**src/rtl/spi_slave_param.sv**
```systemverilog
// SPI slave with configurable word width, mode and bit order. SCK, SSEL_N and MOSI are
// oversampled on clk, and a holding register with a valid/ready handshake feeds the TX shifter.
module spi_slave_param #(
  parameter int                DATA_W      = 8,
  parameter bit                CPOL        = 1'b0,
  parameter bit                CPHA        = 1'b0,
  parameter bit                MSB_FIRST   = 1'b1,
  parameter int                SYNC_STAGES = 2,
  parameter logic [DATA_W-1:0] DUMMY       = {DATA_W{1'b1}}
) (
  input  logic              clk,
  input  logic              rst_n,
  input  logic              sck,
  input  logic              ssel_n,
  input  logic              mosi,
  output logic              miso,
  output logic              miso_oe,
  input  logic [DATA_W-1:0] tx_data,
  input  logic              tx_valid,
  output logic              tx_ready,
  output logic [DATA_W-1:0] rx_data,
  output logic              rx_valid,
  output logic              tx_underrun,
  output logic              frame_abort,
  output logic              busy,
  output logic              o_dbg_state
);

  localparam int              CNT_W    = $clog2(DATA_W);
  localparam logic [CNT_W-1:0] LAST_BIT = CNT_W'(DATA_W - 1);

  typedef enum logic {ST_IDLE = 1'b0, ST_ACTIVE = 1'b1} state_t;

  state_t                 r_state;
  state_t                 w_state_nxt;
  logic [SYNC_STAGES-1:0] r_sck_sync;
  logic [SYNC_STAGES-1:0] r_ssel_sync;
  logic [SYNC_STAGES-1:0] r_mosi_sync;
  logic [CNT_W-1:0]       r_bitcnt;
  logic [DATA_W-1:0]      r_rx_shift;
  logic [DATA_W-1:0]      r_tx_shift;
  logic [DATA_W-1:0]      r_hold;
  logic                   r_hold_full;
  logic [DATA_W-1:0]      r_rx_data;
  logic                   r_rx_valid;
  logic                   r_underrun;
  logic                   r_abort;

  logic              w_sck_old, w_sck_new, w_lead, w_trail, w_sample_edge, w_shift_edge;
  logic              w_ssel_fall, w_ssel_high, w_mosi;
  logic              w_go_active, w_deselect, w_do_sample, w_do_load, w_do_shift, w_write;
  logic              w_tx_bit;
  logic [DATA_W-1:0] w_rx_next;
  logic [DATA_W-1:0] w_tx_shifted;

  always_ff @(posedge clk or negedge rst_n) begin
    if (!rst_n) begin
      r_sck_sync  <= {SYNC_STAGES{CPOL}};
      r_ssel_sync <= '1;
      r_mosi_sync <= '0;
    end else begin
      r_sck_sync  <= {r_sck_sync[SYNC_STAGES-2:0], sck};
      r_ssel_sync <= {r_ssel_sync[SYNC_STAGES-2:0], ssel_n};
      r_mosi_sync <= {r_mosi_sync[SYNC_STAGES-2:0], mosi};
    end
  end

  // Edges are seen between the last two stages; stage SYNC_STAGES-2 is the newer value.
  assign w_sck_old     = r_sck_sync[SYNC_STAGES-1];
  assign w_sck_new     = r_sck_sync[SYNC_STAGES-2];
  assign w_lead        = (w_sck_old == CPOL) && (w_sck_new != CPOL);
  assign w_trail       = (w_sck_old != CPOL) && (w_sck_new == CPOL);
  assign w_sample_edge = CPHA ? w_trail : w_lead;
  assign w_shift_edge  = CPHA ? w_lead : w_trail;
  assign w_ssel_fall   = r_ssel_sync[SYNC_STAGES-1] && !r_ssel_sync[SYNC_STAGES-2];
  assign w_ssel_high   = r_ssel_sync[SYNC_STAGES-2];
  assign w_mosi        = r_mosi_sync[SYNC_STAGES-1];

  assign w_rx_next    = MSB_FIRST ? {r_rx_shift[DATA_W-2:0], w_mosi}
                                  : {w_mosi, r_rx_shift[DATA_W-1:1]};
  assign w_tx_shifted = MSB_FIRST ? {r_tx_shift[DATA_W-2:0], 1'b0}
                                  : {1'b0, r_tx_shift[DATA_W-1:1]};
  assign w_tx_bit     = MSB_FIRST ? r_tx_shift[DATA_W-1] : r_tx_shift[0];

  // TX handshake: a word is accepted on any clk where tx_valid && tx_ready; tx_ready is
  // simply "holding register empty" and does not depend on tx_valid.
  assign w_write = tx_valid && !r_hold_full;

  always_ff @(posedge clk or negedge rst_n) begin
    if (!rst_n) r_state <= ST_IDLE;
    else        r_state <= w_state_nxt;
  end

  always_comb begin
    w_state_nxt = r_state;
    w_go_active = 1'b0;
    w_deselect  = 1'b0;
    w_do_sample = 1'b0;
    w_do_load   = 1'b0;
    w_do_shift  = 1'b0;
    case (r_state)
      ST_IDLE: begin
        if (w_ssel_fall) begin
          w_state_nxt = ST_ACTIVE;
          w_go_active = 1'b1;
          w_do_load   = (CPHA == 1'b0);
        end
      end
      ST_ACTIVE: begin
        // Deselect takes priority over any SCK edge seen in the same cycle.
        if (w_ssel_high) begin
          w_state_nxt = ST_IDLE;
          w_deselect  = 1'b1;
        end else begin
          w_do_sample = w_sample_edge;
          if (w_shift_edge) begin
            if (r_bitcnt == '0) w_do_load  = 1'b1;
            else                w_do_shift = 1'b1;
          end
        end
      end
      default: w_state_nxt = ST_IDLE;
    endcase
  end

  always_ff @(posedge clk or negedge rst_n) begin
    if (!rst_n) begin
      r_bitcnt    <= '0;
      r_rx_shift  <= '0;
      r_tx_shift  <= '0;
      r_hold      <= '0;
      r_hold_full <= 1'b0;
      r_rx_data   <= '0;
      r_rx_valid  <= 1'b0;
      r_underrun  <= 1'b0;
      r_abort     <= 1'b0;
    end else begin
      r_rx_valid <= 1'b0;
      r_underrun <= 1'b0;
      r_abort    <= 1'b0;
      if (w_go_active) r_bitcnt <= '0;
      if (w_deselect) begin
        r_bitcnt   <= '0;
        r_rx_shift <= '0;
        r_tx_shift <= '0;
        r_abort    <= (r_bitcnt != '0);
      end
      if (w_do_sample) begin
        r_rx_shift <= w_rx_next;
        if (r_bitcnt == LAST_BIT) begin
          r_bitcnt   <= '0;
          r_rx_data  <= w_rx_next;
          r_rx_valid <= 1'b1;
        end else begin
          r_bitcnt <= r_bitcnt + CNT_W'(1);
        end
      end
      if (w_do_load) begin
        r_tx_shift <= r_hold_full ? r_hold : DUMMY;
        r_underrun <= !r_hold_full;
      end else if (w_do_shift) begin
        r_tx_shift <= w_tx_shifted;
      end
      // A write can only coincide with a load when the register was empty, so the load
      // has already taken DUMMY and the new word simply fills the register.
      if (w_write) begin
        r_hold      <= tx_data;
        r_hold_full <= 1'b1;
      end else if (w_do_load) begin
        r_hold_full <= 1'b0;
      end
    end
  end

  assign busy        = (r_state == ST_ACTIVE);
  assign miso_oe     = (r_state == ST_ACTIVE);
  assign miso        = (r_state == ST_ACTIVE) && w_tx_bit;
  assign tx_ready    = !r_hold_full;
  assign rx_data     = r_rx_data;
  assign rx_valid    = r_rx_valid;
  assign tx_underrun = r_underrun;
  assign frame_abort = r_abort;
  assign o_dbg_state = r_state;

endmodule

```
**config.mk**
```make
export PLATFORM = sky130hd
export DESIGN_NAME = spi_slave_param
export DESIGN_NICKNAME = d
export VERILOG_FILES = /design/src/rtl/spi_slave_param.sv
export SDC_FILE = /design/constraint.sdc
export NUM_CORES = 1
export LEC_CHECK = 0
export BUFFER_PORTS_ARGS = -buffer_cell sky130_fd_sc_hd__buf_4
export CORE_ASPECT_RATIO = 0.5
export CORE_MARGIN = 4
export CORE_UTILIZATION = 35
export DETAILED_ROUTE_END_ITERATION = 7
export SLEW_MARGIN = 10
export SYNTH_ARGS = -nofsm -noshare
export SYNTH_HDL_FRONTEND = slang
export SYNTH_SLANG_ARGS = --single-unit
```
**constraint.sdc**
```tcl
create_clock -name clk -period 1.5 [get_ports clk]
set_input_delay 0.15 -clock clk [delete_from_list [all_inputs] [get_ports clk]]
set_output_delay 0.15 -clock clk [all_outputs]
set_load 0.03 [all_outputs]
```
# Word-level counts from Yosys, hierarchy flattened
# Index checks and enable logic that the tools add are counted.
# classes
addsub,1
eq_ne,1
muxes,31
bitwise_logic,3
reduce_logical,14
# op_table
operator,n
2-to-1 mux 8 bit,4
2-to-1 mux 1 bit,20
2-to-1 mux 3 bit,4
nonzero test 3 bit,3
2-to-1 mux 7 bit,1
logical AND 1 bit,5
one-hot mux 1 bit (2 select lines),2
nonzero test 2 bit,2
"adder 3 x 1 -> 3 bit, second input constant",1
"== test 3 bit, second input constant",1
zero test 3 bit,1
inverter 1 bit,3
zero test 1 bit,2
AND reduction 2 bit,1
# totals
register_bits,45
inputBits,14
out_inout_bits,16
wordCells,63

# Logic depth before layout (Yosys ltp)
# Gate-level depths: netlist of run 1.
# depth
ltp_word,7
ltp_mapped,6
ltp_nobuf,5

# Least setup slack after synthesis of run 1
# OpenSTA, ideal clock, no wires.
# synth_path
path_type,reg2reg
start,"register r_state, in the netlist busy"
end,"register r_rx_data[0], in the netlist rx_data[0]"
t_arrival_ns,1.465
required_time_ns,1.375
slack_ns,-0.090
stages_incl_launch_ff,6
path_buffers,2
synth_period_minus_slack_ns,1.590
cell_sequence,dfrtp_1 -> and3b_1 -> buf_6 -> and3b_1 -> buf_6 -> mux2_4
# synth_between
elab_chain_cells,2
# synth_rtl
element,line_no,rtl
from (decl),34,state_t r_state;
from (signal assigned),91,else r_state <= w_state_nxt;
2-to-1 mux 1 bit,101,case (r_state)
AND reduction 2 bit (no line),-,
to (signal assigned),152,r_rx_data <= w_rx_next;
to (decl),44,logic [DATA_W-1:0] r_rx_data;
# No other way between the ends.
# A chain may end at the register's enable or synchronous reset.

# Worst setup path after layout of run 1
# layout_path
start,register r_bitcnt[0]
end,"register r_rx_data[6], in the netlist rx_data[6]"
# layout_between
elab_chain_cells,2
# layout_rtl
element,line_no,rtl
from (decl),39,logic [CNT_W-1:0] r_bitcnt;
from (signal assigned),155,r_bitcnt <= r_bitcnt + CNT_W'(1);
== test 3 bit,150,if (r_bitcnt == LAST_BIT) begin
AND reduction 2 bit (no line),-,
# No other way between the ends.

==> metrics.yaml, run 1 <==
placed_design:
  post-dp-hpwl_um: 2794
  placed_area_um2: 2371
  io_buffers: 29
  gp_congestion: 0.7864
  dp_cells: 270
  place_ws_ps: -258.8
timing:
  max_slew.worst_pin.slew_ps: 562.7
  slew_headroom_pct: 62.49
  hold_violations: 0
  finalCritPeriodShare_pct: 98.89
  fin_skew_ps: 3.617
  whs_ps: 71.97
  drv_slew: 0
  tns_ps: 0
  rsz0062_at_grt: "yes"
  finalSetupViolCount: 0
  layout_min_cycle_time_ps: 1483
  fmax_ghz: 0.6742
  fin_ws_ps: 16.65
global_routing:
  antenna_found_initial: 0
  grt_pass1_wl_um: 7245
  first_global_vias: 1467
  overflow: 0
  grt_max_degree: 46
  track_usage_pct: 13.15
power_and_ir_drop:
  p_clk_share_pct: 37.6
  p_per_area_nw_per_um2: 1266
  power.total_mw: 3.387
  pwr-share-seq_pct: 46.1
  p_comb_share_pct: 16.3
  p_sw_uw: 864.1
  switching_share_pct: 25.51
  peakVddDrop_v: 0.0005463
  leakage_nw: 1.208
  p_int_mw: 2.523
setup_path:
  critPathTopFamily: "flip-flops"
  crit_chain: "ha_2 -> ha_4 -> and3b_2 -> mux2_4"
  worst-setup-path-type: "reg2reg"
  cp-end-kind: "register"
  cp_slowest_cell: "dfrtp_1"
  required_ps: 1660
  ff2ff_path_depth: 4
  slowest_delay_ps: 400
  start_kind: "register"
  crit_cells: 4
  critPathMaxFanout: 5
  cp.arrival_ps: 1650
  critPathBufInv: 0
drt:
  antenna_left: 0
  vias: 1463
  post_drt_wl_per_cell_um: 15.56
  dr.max_layer_used: "met4"
  post-route-drc-count: 0
  wl_met2_um: 2026
  drt_first_iter_violations: 126
  met3_length_um: 226
  wirelength_um: 4419
  first_pass_iters: 4
  wl_met1_um: 2135
  via_per_inst: 5.151
hold_path:
  min_path_cells: 3
  min_path_type: "in2reg"
layout:
  area_growth_pct: 32.30
  seqCellArea_um2: 1131
  layout.nets: 227
  n_antenna_cell: 0
  final.fill_count: 510
  multiInputGateArea_um2: 859.6
  final_cells: 284
  finish.instance_area_um2: 2675
  fin_util_pct: 48.29
  layout-drive-gt1-share_pct: 36.49
synth:
  synth_mux_area_share_pct: 7.983
  ys_types: 34
  synth_fa_ha_area_share_pct: 1.856
  yosysWarnings: 0
  synthesis.nets: 184
  yosys_register_bits: 45
  synth_xor_area_share_pct: 0
  synth_top_family_by_area: "compound AO/OA/AOI/OAI gates"
  synth-compound-area-share_pct: 17.95
  synth_seq_area_share_pct: 55.82
  synth_simple_gate_area_share_pct: 10.64
  postSynthCellCount: 167
  avgSynthCellArea_um2: 12.11
  syn_area_um2: 2022
clocking:
  cts_buffer_depth: 2
  cts.sinks: 45
  cts_tree: "yes"
  clock_latency_ps: 280
  clk_pin_slew_ps: 60
  cts_root_buffer: "clkbuf_16"
  cts_buffers: 5
  cts-htree-levels: 2
outcome:
  outcome: "completed"
die:
  core_um2: 5539
  num_rows: 19
  dieArea_um2: 7131
  die_width_um: 115.5
  die_h_um: 61.75
  io_pins: 30
  initial_utilization_pct: 36.50
flow_run:
  cap_violations: 0
[area by class of cell]
type | instances | share of cell area, %
flip-flops and latches | 45 | 42.28
repair buffers | 47 | 14.03
well taps | 73 | 3.414
multi-input cells | 99 | 32.13
clock buffers | 7 | 5.332
inverters | 12 | 1.684
clock inverters | 1 | 1.123
[worst min-delay path: stages]
cell and delay [ps]:
buf_4 70, nand2_1 30, o21ai_0 50
[logic make-up (layout without fill, tap and decap cells)]
group / count (synthesis) / in the layout
AND/OR/NAND/NOR: 36 / 37
adder cells (fa/ha/maj): 3 / 3
AO/OA/AOI/OAI: 47 / 47
multiplexers: 12 / 12
flip-flops: 45 / 45
buffers and inverters: 24 / 67
[synth_stat cells (all sizes together)]
cell     count  share of area, %
dfrtp       43                53
inv         12               2.2
a22oi       10               3.7
mux2         9               6.5
nand2        8               1.5
o2bb2ai      8               3.5
buf          7               2.6
nand2b       7               2.2
o21ai        7               1.7
o32ai        6               2.6
clkbuf       5              0.93
nor2b        5               1.5
a211oi       4               1.5
nor4         4               1.2
o221ai       4               1.7
ha           3               1.9
mux2i        3               1.5
nor2         3              0.56
nor4bb       3               1.5
o311ai       3               1.3
and3b        2              0.87
dfstp        2               2.6
nor3b        2              0.74
a31o         1              0.43
a31oi        1              0.31
and2         1              0.31
nor3         1              0.25
o21ba        1              0.50
o21bai       1              0.37
o22ai        1              0.31
[metal layers]
layer	up-vias	global-route usage, %
met5	-	0
met4	0	3.177
met3	4	3.482
met2	39	20.97
met1	720	18.27
li1	700	-
[final timing paths]
check                               start        endpoint  slack [ps]
setup reg to reg              r_bitcnt[0]      rx_data[6]          20
setup / recovery              r_bitcnt[0]      rx_data[6]          20
hold reg to reg            r_mosi_sync[0]  r_mosi_sync[1]         350
hold / removal                 tx_data[3]       r_hold[3]          70
min in group asynchronous           rst_n      rx_data[7]         410
max in group asynchronous           rst_n            busy         670
[power groups by stage]
stage / Sequential, mW / Clock [mW] / Combinational (mW)
after global placement: 1.56 / 0 / 0.499
after CTS: 1.55 / 1.31 / 0.531
after floorplan: 1.54 / 0 / 0.347
final: 1.56 / 1.27 / 0.553
after global routing: 1.59 / 1.36 / 0.628
after detailed placement: 1.57 / 0 / 0.517
[sequential cells by signal (all words and copies together) (netlist names)]
signal / count
r_hold: 8
r_tx_shift: 8
rx_data: 8
r_rx_shift: 7
r_bitcnt: 3
r_mosi_sync: 2
r_sck_sync: 2
r_ssel_sync: 2
busy: 1
frame_abort: 1
r_hold_full: 1
rx_valid: 1
tx_underrun: 1
[layout by cell type, fill, tap and decap left out, types with 3 or more instances in the layout]
cell           Yosys  layout
a22oi_1           10      10
buf_4              2      42
clkbuf_16          0       5
dfrtp_1           43      41
dlygate4sd3_1      0       4
inv_1             11      11
mux2_4             8       8
mux2i_1            3       3
nand2_1            8       8
nand2b_1           7       6
nor2_1             3       3
nor2b_1            5       4
nor4_1             4       3
o21ai_0            7       7
o221ai_1           4       3
o2bb2ai_1          8       8
o32ai_1            6       6
[repair_timing]
| action | CTS | global route |
|---|---|---|
| gates cloned | 1 | 0 |
| endpoints found under the hold margin | 46 | 0 |
| hold buffers | 4 | 0 |
| gates resized for setup | 5 | 13 |
| pin swaps | 1 | 1 |
| setup buffers | 0 | 1 |
| endpoints found under the setup margin | 18 | 16 |
No activity file was read; power rests on OpenSTA's default activity.
==> run 2, diff against run 1 <==
==> constraint.sdc (replaced) <==
create_clock -name clk -period 1.5 [get_ports clk]
set_input_delay 0 -clock clk [delete_from_list [all_inputs] [get_ports clk]]
set_output_delay 0 -clock clk [all_outputs]
set_load 0.03 [all_outputs]
==> metrics.yaml, run 2 (synthesis results as in run 1) <==
power_and_ir_drop:
  pwr-share-seq_pct: 45.9  # -0.2 points
  power.total_mw: 3.402  # +0.44%
  p_int_mw: 2.538  # +0.60%
  p_comb_share_pct: 16.8  # +0.5 points
  leakage_nw: 1.245  # +3.1%
  peakVddDrop_v: 0.0005441  # -0.41%
  p_clk_share_pct: 37.3  # -0.3 points
  p_per_area_nw_per_um2: 1230  # -2.8%
  p_sw_uw: 863.9  # about the same
  switching_share_pct: 25.39  # -0.12 points
outcome:
  outcome: "completed"
clocking:
  clk_pin_slew_ps: 60  # about the same
  cts_tree: "yes"
  cts_root_buffer: "clkbuf_16"
  cts_buffer_depth: 2  # unchanged
  cts.sinks: 45  # unchanged
  cts_buffers: 5  # unchanged
  clock_latency_ps: 280  # about the same
  cts-htree-levels: 2  # unchanged
setup_path:
  r2r_slack_ps: 20  # about the same
  critPathBufInv: 0  # unchanged
  worstReg2RegEnd: "rx_data[6]"
  cp.arrival_ps: 1640  # about the same
  critPathTopFamily: "flip-flops"
  worst-setup-path-type: "reg2reg"
  slowest_delay_ps: 400  # about the same
  ff2ff_path_depth: 4  # unchanged
  r2r_start: "r_bitcnt[0]"
  critPathMaxFanout: 5  # unchanged
  cp_slowest_cell: "dfrtp_1"
  required_ps: 1660  # about the same
  cp-end-kind: "register"
  start_kind: "register"
  crit_chain: "ha_2 -> ha_4 -> and3b_2 -> mux2_4"
layout:
  fin_util_pct: 49.92  # +1.6 points
  final_cell_mix: "buf_4, dfrtp_1, dlygate4sd3_1"
  final_cells: 293  # +3.2%
  area_growth_pct: 36.76
  layout.nets: 236  # +4.0%
  final.fill_count: 504  # -1.2%
  layout-drive-gt1-share_pct: 35.00  # -1.5 points
  final_common_cell: "buf_4"
  n_antenna_cell: 0  # unchanged
timing:
  fmax_ghz: 0.6742  # about the same
  layout_min_cycle_time_ps: 1483  # -0.1004 ps
  finalSetupViolCount: 0  # unchanged
  slew_headroom_pct: 62.73  # +0.24 points
  tns_ps: 0  # unchanged
  max_slew.worst_pin.slew_ps: 559.1  # -3.601 ps
  drv_slew: 0  # unchanged
  fin_skew_ps: 3.814  # +0.1972 ps
  finalCritPeriodShare_pct: 98.88  # about the same
  rsz0062_at_grt: "yes"
  whs_ps: 256.3  # +184.3 ps
  hold_violations: 0  # unchanged
drt:
  antenna_left: 0  # unchanged
  via_per_inst: 5.085  # -1.3%
  first_pass_iters: 4  # unchanged
  vias: 1490  # +1.8%
  wirelength_um: 4460  # +0.93%
  drt_first_iter_violations: 148  # +17%
  post-route-drc-count: 0  # unchanged
  post_drt_wl_per_cell_um: 15.22  # -2.2%
global_routing:
  first_global_vias: 1497  # +2.0%
  antenna_found_initial: 0  # unchanged
  grt_pass1_wl_um: 7389  # +2.0%
  grt_max_degree: 46  # unchanged
  overflow: 0  # unchanged
  track_usage_pct: 13.38  # +0.24 points
placed_design:
  io_buffers: 29  # unchanged
  gp_congestion: 0.7864  # unchanged
  dp_cells: 270  # unchanged
  post-dp-hpwl_um: 2794  # unchanged
die:
  io_pins: 30  # unchanged
  die_h_um: 61.75  # unchanged
  num_rows: 19  # unchanged
  die_width_um: 115.5  # unchanged
  core_um2: 5539  # unchanged
  initial_utilization_pct: 36.50  # unchanged
  dieArea_um2: 7131  # unchanged
flow_run:
  cap_violations: 0  # unchanged
hold_path:
  min_path_type: "in2async"
-- run 2: worst max path at each step --
stage / from / end / slack, ps / cells after the start
floorplan: busy / rx_data[0] / 3 / 5
global placement: r_bitcnt[0] / r_tx_shift[2] / -190 / 5
detailed placement: r_bitcnt[0] / r_tx_shift[7] / -260 / 5
CTS: r_bitcnt[0] / rx_data[6] / 3 / 4
global route: r_bitcnt[0] / rx_data[6] / -30 / 4
finish: r_bitcnt[0] / rx_data[6] / 20 / 4
-- run 2: through the flow --
step / setup WS [ps] / area [um2]
floorplan: 2.974 / 2024
global placement: -191.9 / 2371
detailed placement: -258.8 / 2371
CTS: 2.998 / 2696
global route: -28.15 / 2765
finish: 16.75 / 2765
-- run 2: cell type report --
cell class / count / area [um2] / area share, %
Sequential cell: 45 / 1131 / 40.90
Multi-Input combinational cell: 99 / 859.6 / 31.09
Timing Repair Buffer: 56 / 465.4 / 16.83
Clock buffer: 7 / 142.6 / 5.158
Tap cell: 73 / 91.34 / 3.303
Inverter: 12 / 45.04 / 1.629
Clock inverter: 1 / 30.03 / 1.086
-- run 2: repair_timing --
| item | 4_1_cts | 5_1_grt |
|---|---|---|
| cloned | 1 | 0 |
| hold endpoints to repair | 55 | 0 |
| buffers inserted | 0 | 1 |
| gates resized for setup | 5 | 13 |
| pin swaps | 1 | 1 |
| setup endpoints to repair | 18 | 17 |
| hold buffers | 13 | 0 |
-- run 2: power by group through the flow --
stage | registers (mW) | logic, mW | clock network, mW
2_1_floorplan | 1.54 | 0.347 | 0
3_3_place_gp | 1.56 | 0.499 | 0
3_5_place_dp | 1.57 | 0.517 | 0
4_1_cts | 1.55 | 0.550 | 1.31
5_1_grt | 1.59 | 0.648 | 1.36
6_report | 1.56 | 0.572 | 1.27
-- run 2: per-layer routing --
metal  GRT usage (%)  part of all wire, %  up-vias
li1                -                    -      719
met1           18.64                   49      747
met2           21.46                   47       20
met3           3.385                  2.9        4
met4           3.177                 0.74        0
met5               0                    0        -
